==> config.mk <==
export PLATFORM = sky130hd
export DESIGN_NAME = exc_report
export DESIGN_NICKNAME = d
export VERILOG_FILES = /design/src/rtl/exc_report.sv
export SDC_FILE = /design/constraint.sdc
export NUM_CORES = 1
export LEC_CHECK = 0
export ABC_AREA = 1
export BUFFER_PORTS_ARGS = -buffer_cell sky130_fd_sc_hd__buf_2
export CAP_MARGIN = 20
export CORE_MARGIN = 4
export CORE_UTILIZATION = 47
export CTS_CLUSTER_DIAMETER = 60
export DETAILED_ROUTE_END_ITERATION = 16
export GPL_ROUTABILITY_DRIVEN = 0
export GPL_TIMING_DRIVEN = 0
export PLACE_DENSITY = 0.85
export SYNTH_ARGS = -nofsm -noshare
export SYNTH_HDL_FRONTEND = slang
export SYNTH_SLANG_ARGS = --single-unit
==> constraint.sdc <==
create_clock -name clk -period 2.73 [get_ports clk]
set_input_delay 0.4095 -clock clk [delete_from_list [all_inputs] [get_ports clk]]
set_output_delay 0.4095 -clock clk [all_outputs]
set_load 0.01 [all_outputs]
==> src/rtl/exc_report.sv <==
// -----------------------------------------------------------------------------
// exc_report
//
// Exception-reporting front end that sits between the MEM stage and CP0.
// Each accepted MEM instruction is packed into the 14-bit excepttype bus:
//   [13:9] target CP0 register, [8] in_delayslot, [7] addr, [6] overflow,
//   [5] syscall, [4] break, [3] invalid_inst, [2] eret, [1] mfc0, [0] mtc0
// The bus is registered together with current_pc and rt_rdata. When an
// exception or eret is reported, the block runs a short sequence
// (REPORT -> FLUSH -> DRAIN) that captures CP0's redirect target and emits a
// one-cycle flush/redirect pulse.
//
// Optional feature macro: EXC_DELAYSLOT_EN
//   defined   : branch/jump in the previous accepted instruction marks the
//               current one as being in a delay slot (excepttype[8]).
//   undefined : excepttype[8] is tied to 0 and mem_is_branch is ignored.
//
// Ports
//   clk, rst         clock; synchronous active-high reset
//   stall            MEM stage held, nothing is accepted
//   mem_valid        valid instruction in MEM
//   mem_pc           PC of the MEM instruction
//   mem_is_branch    MEM instruction is a branch/jump
//   mem_exc          {addr, overflow, syscall, break, invalid_inst}
//   mem_cp0_op       {eret, mfc0, mtc0}
//   mem_cp0_addr     CP0 register number
//   mem_rt_rdata     rt value for mtc0
//   excepttype       packed bus to CP0 (zero on non-accept cycles)
//   current_pc       PC to CP0 (holds between accepts)
//   rt_rdata         data to CP0 (holds between accepts)
//   cp0_new_pc       CP0 redirect target
//   cp0_flush        CP0 flush request
//   flush            kill all pipeline registers (1-cycle pulse)
//   redirect_valid   load redirect_pc into the fetch PC (1-cycle pulse)
//   redirect_pc      redirect target captured from CP0
//   busy             block not accepting; pipeline must stall
//   protocol_err     sticky; CP0 flush disagreed with what was reported
// -----------------------------------------------------------------------------
module exc_report (
    input  logic        clk,
    input  logic        rst,
    input  logic        stall,
    input  logic        mem_valid,
    input  logic [31:0] mem_pc,
    input  logic        mem_is_branch,
    input  logic [4:0]  mem_exc,
    input  logic [2:0]  mem_cp0_op,
    input  logic [4:0]  mem_cp0_addr,
    input  logic [31:0] mem_rt_rdata,
    output logic [13:0] excepttype,
    output logic [31:0] current_pc,
    output logic [31:0] rt_rdata,
    input  logic [31:0] cp0_new_pc,
    input  logic        cp0_flush,
    output logic        flush,
    output logic        redirect_valid,
    output logic [31:0] redirect_pc,
    output logic        busy,
    output logic        protocol_err
);

    typedef enum logic [1:0] {
        S_IDLE   = 2'd0,
        S_REPORT = 2'd1,
        S_FLUSH  = 2'd2,
        S_DRAIN  = 2'd3
    } state_t;

    state_t      state_q, state_d;
    logic        accept;
    logic        any_exc;
    logic [4:0]  exc_sel;
    logic        eret_sel, mtc0_sel, mfc0_sel;
    logic [4:0]  target_addr;
    logic        in_delayslot;
    logic [13:0] bus_d;
    logic        report_needed;

    logic [13:0] excepttype_q;
    logic [31:0] current_pc_q;
    logic [31:0] rt_rdata_q;
    logic [31:0] redirect_pc_q;
    logic        protocol_err_q;
    logic        bus_valid_q;     // a bus was accepted in the previous cycle
    logic        flush_d;
    logic        busy_d;
    logic        perr_set_d;

    assign accept  = mem_valid && !stall && (state_q == S_IDLE);
    assign any_exc = |mem_exc;

    // One-hot exception priority: a flag survives only if no higher-index
    // (higher-priority) flag is set.
    genvar gi;
    generate
        for (gi = 0; gi < 5; gi = gi + 1) begin : g_exc_prio
            assign exc_sel[gi] = mem_exc[gi] & ~(|(mem_exc >> (gi + 1)));
        end
    endgenerate

    // CP0 operations are suppressed by any exception; eret > mtc0 > mfc0.
    assign eret_sel = !any_exc && mem_cp0_op[2];
    assign mtc0_sel = !any_exc && !mem_cp0_op[2] && mem_cp0_op[0];
    assign mfc0_sel = !any_exc && !mem_cp0_op[2] && !mem_cp0_op[0] && mem_cp0_op[1];

    assign target_addr   = (mtc0_sel || mfc0_sel) ? mem_cp0_addr : 5'd0;
    assign bus_d         = {target_addr, in_delayslot, exc_sel, eret_sel, mfc0_sel, mtc0_sel};
    assign report_needed = any_exc || mem_cp0_op[2];

`ifdef EXC_DELAYSLOT_EN
    logic prev_branch_q;

    // Remembers whether the last accepted instruction was a branch; a flush
    // discards that history since the pipeline restarts at a new target.
    always_ff @(posedge clk) begin
        if (rst) begin
            prev_branch_q <= 1'b0;
        end else if (accept) begin
            prev_branch_q <= mem_is_branch;
        end else if (state_q == S_FLUSH) begin
            prev_branch_q <= 1'b0;
        end
    end

    assign in_delayslot = prev_branch_q;
`else
    logic unused_is_branch;
    assign unused_is_branch = mem_is_branch;
    assign in_delayslot     = 1'b0;
`endif

    // Next-state and control decode
    always_comb begin
        state_d    = state_q;
        flush_d    = 1'b0;
        busy_d     = 1'b1;
        perr_set_d = 1'b0;
        case (state_q)
            S_IDLE: begin
                busy_d = 1'b0;
                // Only non-reporting buses stay in IDLE; CP0 must not flush them.
                if (bus_valid_q && cp0_flush) begin
                    perr_set_d = 1'b1;
                end
                if (accept && report_needed) begin
                    state_d = S_REPORT;
                end
            end
            S_REPORT: begin
                if (!cp0_flush) begin
                    perr_set_d = 1'b1;
                end
                state_d = S_FLUSH;
            end
            S_FLUSH: begin
                flush_d = 1'b1;
                state_d = S_DRAIN;
            end
            S_DRAIN: begin
                state_d = S_IDLE;
            end
            default: begin
                state_d = S_IDLE;
            end
        endcase
    end

    always_ff @(posedge clk) begin
        if (rst) begin
            state_q        <= S_IDLE;
            excepttype_q   <= 14'd0;
            current_pc_q   <= 32'd0;
            rt_rdata_q     <= 32'd0;
            redirect_pc_q  <= 32'd0;
            protocol_err_q <= 1'b0;
            bus_valid_q    <= 1'b0;
        end else begin
            state_q     <= state_d;
            bus_valid_q <= accept;
            if (accept) begin
                excepttype_q <= bus_d;
                current_pc_q <= mem_pc;
                rt_rdata_q   <= mem_rt_rdata;
            end else begin
                // Zero on idle cycles so CP0 never sees a repeated operation.
                excepttype_q <= 14'd0;
            end
            if (state_q == S_REPORT) begin
                redirect_pc_q <= cp0_new_pc;
            end
            if (perr_set_d) begin
                protocol_err_q <= 1'b1;
            end
        end
    end

    assign excepttype     = excepttype_q;
    assign current_pc     = current_pc_q;
    assign rt_rdata       = rt_rdata_q;
    assign redirect_pc    = redirect_pc_q;
    assign protocol_err   = protocol_err_q;
    assign flush          = flush_d;
    assign redirect_valid = flush_d;
    assign busy           = busy_d;

endmodule

==> qor.csv, run 1 <==
stage,metric,value,unit
critical_path,r2r worst-path depth,8,
critical_path,reg2reg start,state_q[1],
synth,Yosys top cell area share,0.5734,
final_layout,fin nets,855,
sta,Final TNS setup,0,ns
critical_path,crit path DAT,1.44,ns
power,Leak Pwr,3.134,nW
sta,setup violators final,0,
global_routing,first-pass GRT wire length,18.21,mm
synth,Synth Instances,492,
clock_tree,Resized Gates After CTS,0,
place,number of I/O port buffers,226,
sta,Final min period,1.845,ns
sta,unrepaired setup endpoints after global routing,no,
route,Final ANT Viol Nets,0,
critical_path,CP endpoint kind,primary output,
critical_path,R2R Path End,rt_rdata[15],
route,vias per cell,4.794,
synth,post-synth top area cell,dfxtp_1,
synth,Post-synth top cells,"202 x nor2_1, 113 x dfxtp_1, 75 x o21ai_0",
sta,Clock Skew,0.009209,ns
synth,async set or reset register ratio after synthesis,0,
synth,Yosys Warn Count,0,
power,Reg power frac,0.383,
critical_path,Worst Path Max Fanout,7,
sta,final-report hold violation count,0,
run_status,outcome,finished clean,
clock_tree,clock slew seen by the registers of the worst setup and hold paths,0.05,ns
synth,Netlist cell types,24,
synth,most common cell in the synthesized netlist,nor2_1,
power,clock share of power,0.373,
synth,syn nets,610,
route,number of DRC violations after detailed-routing iteration 0,102,
final_layout,"Area growth, synth to finish",47.10,%
global_routing,pin count of the biggest net entering global routing,17,
final_layout,antenna cell count,0,
clock_tree,total clock sinks,113,
flow_run,maximum capacitance violations,0,
final_layout,Final Util,0.7098,
global_routing,number of global-route vias before repair,4019,
sta,FMAX,542.0,MHz
critical_path,Critical Path Source Type,flip-flop,
route,Post-Route WL,11.66,mm
route,wire length per cell,13.64,um
floorplan,die area,9923,sq um
floorplan,num ports,229,
critical_path,Critical Path Source,state_q[1],
power,VDD IR max,0.0004577,V
sta,period utilisation layout,0.6759,
critical_path,Worst Setup Path Type,flip-flop to primary output,
final_layout,post-route insts no fill,855,
synth,Post-synth EDFFs,0,
power,Comb pwr share,0.244,
floorplan,Core Region,8175,sq um
clock_tree,setup bufs post-CTS,0,
route,drt first pass iters,4,
floorplan,Initial Util,0.4826,
synth,Synth Flop Type,dfxtp_1,
critical_path,Critical Path RT,2.32,ns
power,Sw Share,0.3019,
sta,"Slew Viols, Final",0,
power,PD cells,1001,nW/um^2
floorplan,# rows,33,
synth,register bit total from synthesis,113,
final_layout,fraction of layout cells with a size suffix above 1,0.3667,
place,cell count after placement,823,
clock_tree,Root Buffer,clkbuf_8,
route,Vias,4099,
clock_tree,CTS Hold Bufs,0,
synth,largest cells by area after synthesis,"dfxtp_1 57%, nor2_1 19%, o21ai_0 9.5%, o21ai_1 2.7%, clkbuf_1 1.6%",
global_routing,grt total ovfl,0,
clock_tree,CTS Buffer Depth,2,
power,Switch Pwr,1.753,mW
place,hpwl dp,9.111,mm
worst_hold_path,hold endpoint,excepttype[10],
clock_tree,CTS tree,built,
floorplan,Die Height,99.62,um
worst_hold_path,hold_sp,mem_cp0_addr[1],
synth,post-synthesis sequential area ratio,0.5734,
critical_path,worst reg2reg setup slack,1.01,ns
global_routing,total track usage,0.2307,
worst_hold_path,Hold Crit Class,input port to flip-flop,
clock_tree,CTS H-tree lvls,4,
sta,Fin Hold WS,0.1057,ns
power,Pint,4.055,mW
global_routing,initial antenna violation count,0,
floorplan,overall die width,99.62,um
worst_hold_path,worst hold stages,3,
synth,"Avg Cell Area, Syn",8.018,sq um
clock_tree,Clock Latency Late Sink,0.49,ns
route,DRC,0,
synth,cell area after synthesis,3945,sq um
clock_tree,Num CTS Buffers,17,
==> through the flow <==
stage	area, sq um	worst slack [ns]	power (mW)
global placement	5207	1.103	3.610
floorplan	3945	1.344	2.999
CTS	5803	0.8478	5.850
finish	5803	0.8849	5.808
global route	5803	0.7636	6.141
detailed placement	5207	0.9866	3.669
==> worst max-delay path: stages, from the launching register on <==
cell and delay (ns):
dfxtp_1 0.31, inv_1 0.10, ha_1 0.32, inv_1 0.07, buf_2 0.15
==> registers in the layout, indices dropped and copies added, names as in the netlist <==
signal,cells
state_q,2
bus_valid_q,1
current_pc,32
redirect_pc,32
protocol_err,1
excepttype,13
rt_rdata,32
==> cell usage in the layout (no fill, tap or decap), types with 5 or more instances in the layout <==
master	instances
o21ai_1	21
nand2_1	9
o21ai_0	75
buf_6	5
nor2_1	202
dfxtp_1	113
clkbuf_16	16
nand3_1	5
buf_2	229
inv_1	17
clkbuf_1	19
==> how the worst max path moves through the flow <==
stage | end | slack [ns] | cells past startpoint
floorplan | current_pc[10] | 1.34 | 8
CTS | busy | 0.85 | 4
finish | busy | 0.88 | 4
detailed placement | rt_rdata[15] | 0.99 | 8
global placement | current_pc[27] | 1.10 | 8
global route | busy | 0.76 | 4
==> layer usage <==
layer,wire length (um),GRT usage,vias to the layer above
met5,0,0,-
met4,193,0.08929,0
met3,1040,0.07854,16
met2,5892,0.4189,177
met1,4532,0.2448,1853
li1,-,-,2053
==> power by group through the flow <==
stage	clock (mW)	sequential, mW	combinational [mW]
after floorplan	0	2.42	0.575
after global placement	0	2.23	1.38
after detailed placement	0	2.25	1.42
after CTS	2.19	2.22	1.43
after global routing	2.29	2.27	1.58
final	2.17	2.23	1.42
==> cell families after synthesis <==
| logic type | count (synthesis) | synth area share |
|---|---|---|
| and+or+nand+nor | 226 | 0.2296 |
| DFF | 113 | 0.5734 |
| AOI/OAI and AO/OA | 99 | 0.1265 |
| buffers and inverters | 50 | 0.05994 |
| adders and majority gates | 3 | 0.009516 |
| other | 1 | 0.0009506 |
==> final cells by class <==
class,instances,area (sq um)
Clock buffer,22,462.9
Multi-Input combinational cell,329,1446
Buffer,31,165.2
Timing Repair Buffer,226,1131
Fill cell,650,2372
Inverter,19,71.32
Clock inverter,10,132.6
Tap cell,105,131.4
Sequential cell,113,2262
Note: power is estimated with default switching activity, not from simulation.
==> inputs of run 2 (changes only) <==
CORE_UTILIZATION = 43   (was 47)
PLACE_DENSITY = 0.79   (was 0.85)
clock period = 1.8 ns   (was 2.73 ns; I/O delays follow)
==> run 2 against run 1 <==
Effect of this change: total power grew 52%; routed wire length grew 24%; non-clock buffer count grew 92; count of clock-buffer cells in the layout shrank 3; register-to-register slack lost 0.86 ns; first-iteration DRC count grew 58%; global-route usage grew 4.2 points; clock power grew 41%; utilization grew 5.0 points; critical path type unchanged; critical endpoint is now redirect_valid.
==> qor.csv, run 2 (same netlist as run 1, synthesis figures left out) <==
stage,metric,value,unit,change
floorplan,# rows,34,,+3.0%
clock_tree,Clock Latency Late Sink,0.51,ns,+0.02 ns
critical_path,crit path buf inv count,3,,unchanged
critical_path,CP max stage delay,0.33,ns,about the same
clock_tree,CTS H-tree lvls,4,,unchanged
final_layout,most frequent cells in the layout,"229 x buf_2, 202 x nor2_1, 113 x dfxtp_1",,
worst_hold_path,worst hold stages,3,,unchanged
run_status,outcome,finished clean,,
floorplan,num ports,229,,unchanged
worst_hold_path,hold endpoint,redirect_pc[11],,
critical_path,r2r worst-path depth,8,,unchanged
route,number of DRC violations after detailed-routing iteration 0,161,,+58%
power,Leak Pwr,3.491,nW,+11%
sta,final-report hold violation count,0,,unchanged
worst_hold_path,Hold Crit Class,input port to flip-flop,,
clock_tree,Num CTS Buffers,17,,unchanged
power,Design Power,8.830,mW,+52%
critical_path,CP Depth,4,,unchanged
clock_tree,CTS Buffer Depth,2,,unchanged
sta,"Slew Viols, Final",0,,unchanged
global_routing,initial antenna violation count,0,,unchanged
critical_path,Worst Path Max Fanout,3,,-4
critical_path,worst reg2reg setup slack,0.15,ns,-0.86 ns
critical_path,CP endpoint kind,primary output,,
route,wire length per cell,15.22,um,+12%
sta,unrepaired setup endpoints after global routing,no,,
floorplan,Initial Util,0.4480,,-0.03456
sta,Final min period,1.666,ns,
global_routing,total track usage,0.2725,,+0.04183
floorplan,die area,10770,sq um,+8.5%
worst_hold_path,hold_sp,cp0_new_pc[11],,
place,cell count after placement,826,,+0.36%
global_routing,grt total ovfl,0,,unchanged
sta,Clock Skew,0.009487,ns,+0.0002774 ns
final_layout,antenna cell count,0,,unchanged
critical_path,R2R Path End,rt_rdata[15],,
clock_tree,Root Buffer,clkbuf_8,,
route,Post-Route WL,14.46,mm,+24%
flow_run,maximum capacitance violations,0,,unchanged
global_routing,number of global-route vias before repair,4809,,+20%
floorplan,Core Region,8806,sq um,+7.7%
route,Final ANT Viol Nets,0,,unchanged
final_layout,"Area growth, synth to finish",69.58,%,
sta,Final TNS setup,0,ns,unchanged
critical_path,"Largest delay share family, worst path",buffers and inverters,,
sta,FMAX,600.3,MHz,
route,drt first pass iters,4,,unchanged
route,Vias,4575,,+12%
critical_path,Worst Setup Path Type,flip-flop to primary output,,
sta,period utilisation layout,0.9255,,
global_routing,first-pass GRT wire length,23.89,mm,+31%
power,PD cells,1320,nW/um^2,+32%
critical_path,slowest CP cell,dfxtp_1,,
place,hpwl dp,9.238,mm,+1.4%
final_layout,Fill cells,589,,-9.4%
sta,setup violators final,0,,unchanged
route,DRC,0,,unchanged
critical_path,Critical Path RT,1.53,ns,-0.79 ns
floorplan,Die Height,103.8,um,+4.2%
critical_path,CP Cell Sequence,inv_1 -> ha_1 -> buf_4 -> buf_2,,
critical_path,crit path DAT,1.40,ns,-0.04 ns
final_layout,post-route insts no fill,950,,+11%
final_layout,fraction of layout cells with a size suffix above 1,0.3314,,-0.03531
final_layout,fin nets,947,,+11%
clock_tree,CTS tree,built,,
clock_tree,clock slew seen by the registers of the worst setup and hold paths,0.06,ns,about the same
clock_tree,total clock sinks,113,,unchanged
critical_path,Critical Path Source Type,flip-flop,,
final_layout,"commonest non-fill, non-tap cell in the layout",buf_2,,
critical_path,reg2reg start,state_q[0],,
place,number of I/O port buffers,226,,unchanged
global_routing,pin count of the biggest net entering global routing,17,,unchanged
route,vias per cell,4.816,,+0.45%
power,VDD IR max,0.0007308,V,+60%
floorplan,overall die width,103.8,um,+4.2%
-- run 2: area by class of cell --
cell class,instances,area (sq um),share of cell area
sequential,113,2262,0.3381
timing repair buffer,318,2052,0.3067
multi-input combinational,329,1449,0.2166
clock buffer,19,441.7,0.06602
buffer,31,166.4,0.02487
tap,108,135.1,0.02020
clock inverter,13,112.6,0.01683
inverter,19,71.32,0.01066
-- run 2: how the worst max path moves through the flow --
| stage | start | to |
|---|---|---|
| after global placement | state_q[0] | current_pc[26] |
| final | state_q[0] | redirect_valid |
| after floorplan | state_q[0] | current_pc[10] |
| after global routing | state_q[0] | rt_rdata[15] |
| after CTS | state_q[1] | busy |
| after detailed placement | state_q[0] | rt_rdata[29] |
-- run 2: where the power goes --
| part | internal [mW] | total, mW | switching [mW] |
|---|---|---|---|
| registers | 3.10 | 3.40 | 0.308 |
| logic | 0.981 | 2.36 | 1.38 |
| clock network | 1.89 | 3.07 | 1.17 |
| total | 5.97 | 8.83 | 2.86 |
-- run 2: timing repair --
item | CTS | global route
buffers inserted | 0 | 0
gates resized for setup | 0 | 3
endpoints found under the hold margin | 93 | 0
hold buffers | 92 | 0
setup endpoints to repair | 0 | 40
-- run 2: worst register-to-register path: cells and delay by family, from the launching register on --
kind	cells	cell delay, ns
simple gates	4	0.37
fa+ha+maj	1	0.23
buf+inv	3	0.65
flops	1	0.33
-- run 2: metrics by stage --
step | utilization | setup slack, ns | hold WS, ns | instance area [sq um]
finish | 0.7597 | 0.1341 | 0.02270 | 6690
global route | 0.7597 | 0.01144 | 0.005020 | 6690
CTS | 0.7593 | 0.09234 | 0.0003572 | 6686
detailed placement | 0.5918 | 0.1094 | 0.4555 | 5211
global placement | 0.5918 | 0.1543 | 0.4529 | 5211
floorplan | - | 0.4136 | 0.3391 | 3945
-- run 2: per-layer routing --
layer  wire, um  vias to the layer above  global-route usage  part of all wire
met5          0                        -                   0                 0
met4        435                        0              0.1282             0.030
met3       1247                       45             0.09204             0.086
met2       7368                      239              0.4911              0.51
met1       5407                     2052              0.2849              0.37
li1           -                     2239                   -                 -
==> inputs of run 3 (changes only) <==
==> constraint.sdc (replaced) <==
create_clock -name clk -period 1.8 [get_ports clk]
set_input_delay 0.18 -clock clk [delete_from_list [all_inputs] [get_ports clk]]
set_output_delay 0.18 -clock clk [all_outputs]
set_load 0.01 [all_outputs]
==> run 3 against run 2 <==
Effect of this change: combinational power rose by 3%; via count is 4.3% higher; first-iteration DRC count up 18%; sequential power about the same; critical path depth grew 3; flip-flop and latch count did not move; clock skew shrank 0.0012 ns; critical endpoint is now protocol_err; largest cell class is now non-clock buffers.
==> qor.csv, run 3 (same netlist as run 1, synthesis figures left out) <==
stage,metric,value,unit,change
final_layout,most frequent cells in the layout,"229 x buf_2, 202 x nor2_1, 113 x dfxtp_1",,
floorplan,die area,10770,sq um,unchanged
final_layout,Storage cell area,2262,sq um,unchanged
global_routing,gr busiest metal,met2,,
power,Switch Pwr,2.902,mW,+1.5%
run_status,outcome,finished clean,,
floorplan,# rows,34,,unchanged
critical_path,crit path buf inv count,3,,unchanged
global_routing,number of global-route vias before repair,5007,,+4.1%
sta,Final min period,1.685,ns,+0.01868 ns
clock_tree,CTS tree,built,,
global_routing,pin count of the biggest net entering global routing,17,,unchanged
floorplan,Core Region,8806,sq um,unchanged
floorplan,Initial Util,0.4480,,unchanged
sta,Final TNS setup,0,ns,unchanged
clock_tree,Root Buffer,clkbuf_8,,
clock_tree,clock slew seen by the registers of the worst setup and hold paths,0.06,ns,about the same
sta,Clock Skew,0.008259,ns,-0.001227 ns
route,vias per cell,4.923,,+2.2%
sta,setup violators final,0,,unchanged
floorplan,overall die width,103.8,um,unchanged
global_routing,GR Layer Usage met1,0.2950,,+0.01009
sta,"Slew Viols, Final",0,,unchanged
clock_tree,Num CTS Buffers,17,,unchanged
critical_path,Critical Path RT,2.18,ns,+0.65 ns
sta,unrepaired setup endpoints after global routing,no,,
global_routing,M3 GR Usage,0.1026,,+0.01057
final_layout,area of the multi-input gates,1451,sq um,+0.17%
place,number of I/O port buffers,226,,unchanged
final_layout,Final Util,0.7820,,+0.02231
floorplan,num ports,229,,unchanged
critical_path,Critical Path Source Type,flip-flop,,
clock_tree,total clock sinks,113,,unchanged
final_layout,fin nets,966,,+2.0%
sta,final-report hold violation count,0,,unchanged
sta,period utilisation layout,0.9359,,+0.01038
sta,FMAX,593.6,MHz,-1.1%
power,Design Power,8.911,mW,+0.92%
critical_path,CP endpoint kind,flip-flop,,
route,number of DRC violations after detailed-routing iteration 0,190,,+18%
final_layout,antenna cell count,0,,unchanged
global_routing,grt total ovfl,0,,unchanged
route,Final ANT Viol Nets,0,,unchanged
critical_path,CP Cell Sequence,inv_1 -> ha_2 -> inv_1 -> nor2_1 -> nor2_1 -> a21oi_1 -> dlygate4sd3_1,,
critical_path,crit path DAT,2.06,ns,+0.66 ns
final_layout,"Area growth, synth to finish",74.56,%,
power,clock share of power,0.343,,-0.004
flow_run,maximum capacitance violations,0,,unchanged
global_routing,met2 Use GR,0.5168,,+0.02570
critical_path,"Largest delay share family, worst path",buffers and inverters,,
route,wire length per cell,15.80,um,+3.8%
power,Comb pwr share,0.274,,+0.007
place,hpwl dp,9.238,mm,unchanged
global_routing,first-pass GRT wire length,25.19,mm,+5.4%
critical_path,CP max stage delay,0.54,ns,+0.21 ns
worst_hold_path,Hold Crit Class,input port to flip-flop,,
power,Sw Share,0.3257,,+0.001931
critical_path,Worst Path Max Fanout,6,,+3
final_layout,Fill cells,549,,-6.8%
floorplan,Die Height,103.8,um,unchanged
power,VDD IR max,0.0007529,V,+3.0%
power,Leak Pwr,3.579,nW,+2.5%
route,Post-Route WL,15.31,mm,+5.9%
clock_tree,CTS H-tree lvls,4,,unchanged
final_layout,"commonest non-fill, non-tap cell in the layout",buf_2,,
critical_path,slowest CP cell,dlygate4sd3_1,,
critical_path,Worst Setup Path Type,flip-flop to flip-flop,,
power,Pint,6.008,mW,+0.63%
global_routing,total track usage,0.2865,,+0.01398
global_routing,initial antenna violation count,0,,unchanged
route,DRC,0,,unchanged
clock_tree,Clock Latency Late Sink,0.50,ns,about the same
power,PD cells,1294,nW/um^2,-2.0%
route,drt first pass iters,5,,+1
clock_tree,CTS Buffer Depth,2,,unchanged
final_layout,fraction of layout cells with a size suffix above 1,0.3287,,-0.002666
route,Vias,4770,,+4.3%
power,Reg power frac,0.383,,-0.003
-- run 3: final cells by class --
cell class	count	share of cell area
multi-input cells	329	0.2108
repair buffers	337	0.3256
plain buffers	31	0.02471
clock buffers	19	0.06414
inverters	19	0.01036
well taps	108	0.01962
clock inverters	13	0.01635
flip-flops and latches	113	0.3285
-- run 3: path summary, 6_finish.rpt --
path / depth (start not counted) / end / from / slack (ns)
setup reg to reg: 7 / protocol_err / state_q[1] / 0.12
hold reg to reg: 2 / rt_rdata[19] / rt_rdata[19] / 0.50
hold / removal: 4 / excepttype[1] / stall / 0.03
setup / recovery: 7 / protocol_err / state_q[1] / 0.12
-- run 3: power by group through the flow --
stage               Combinational, mW  Clock [mW]  Sequential, mW
detailed placement               2.15           0            3.43
global placement                 2.11           0            3.40
CTS                              2.36        3.11            3.38
global route                     2.68        3.24            3.47
finish                           2.44        3.06            3.41
floorplan                       0.872           0            3.68
-- run 3: tightest hold or removal path, cell delays in order --
cell,delay (ns)
buf_2,0.10
nor2_4,0.05
nand4_1,0.10
nor2_1,0.05
-- run 3: routing by layer --
metal,vias to the layer above,part of all wire
li1,2274,-
met1,2188,0.37
met5,-,0
met4,0,0.031
met2,258,0.51
met3,50,0.085
-- run 3: repair_timing --
action	CTS	global route
endpoints found under the setup margin	0	45
hold buffers	111	0
endpoints found under the hold margin	111	0
buffers inserted	0	0
gates resized for setup	0	10
-- run 3: stage by stage --
| step | area [sq um] | std cells | hold WS (ns) | worst slack [ns] |
|---|---|---|---|---|
| after floorplan | 3945 | 492 | 0.2491 | 0.4136 |
| after global placement | 5211 | 826 | 0.3629 | 0.1543 |
| after detailed placement | 5211 | 826 | 0.3655 | 0.1094 |
| after CTS | 6877 | 969 | 0.0002567 | 0.04824 |
| after global routing | 6887 | 969 | 0.02469 | 0.001343 |
| final | 6887 | 969 | 0.03492 | 0.1154 |
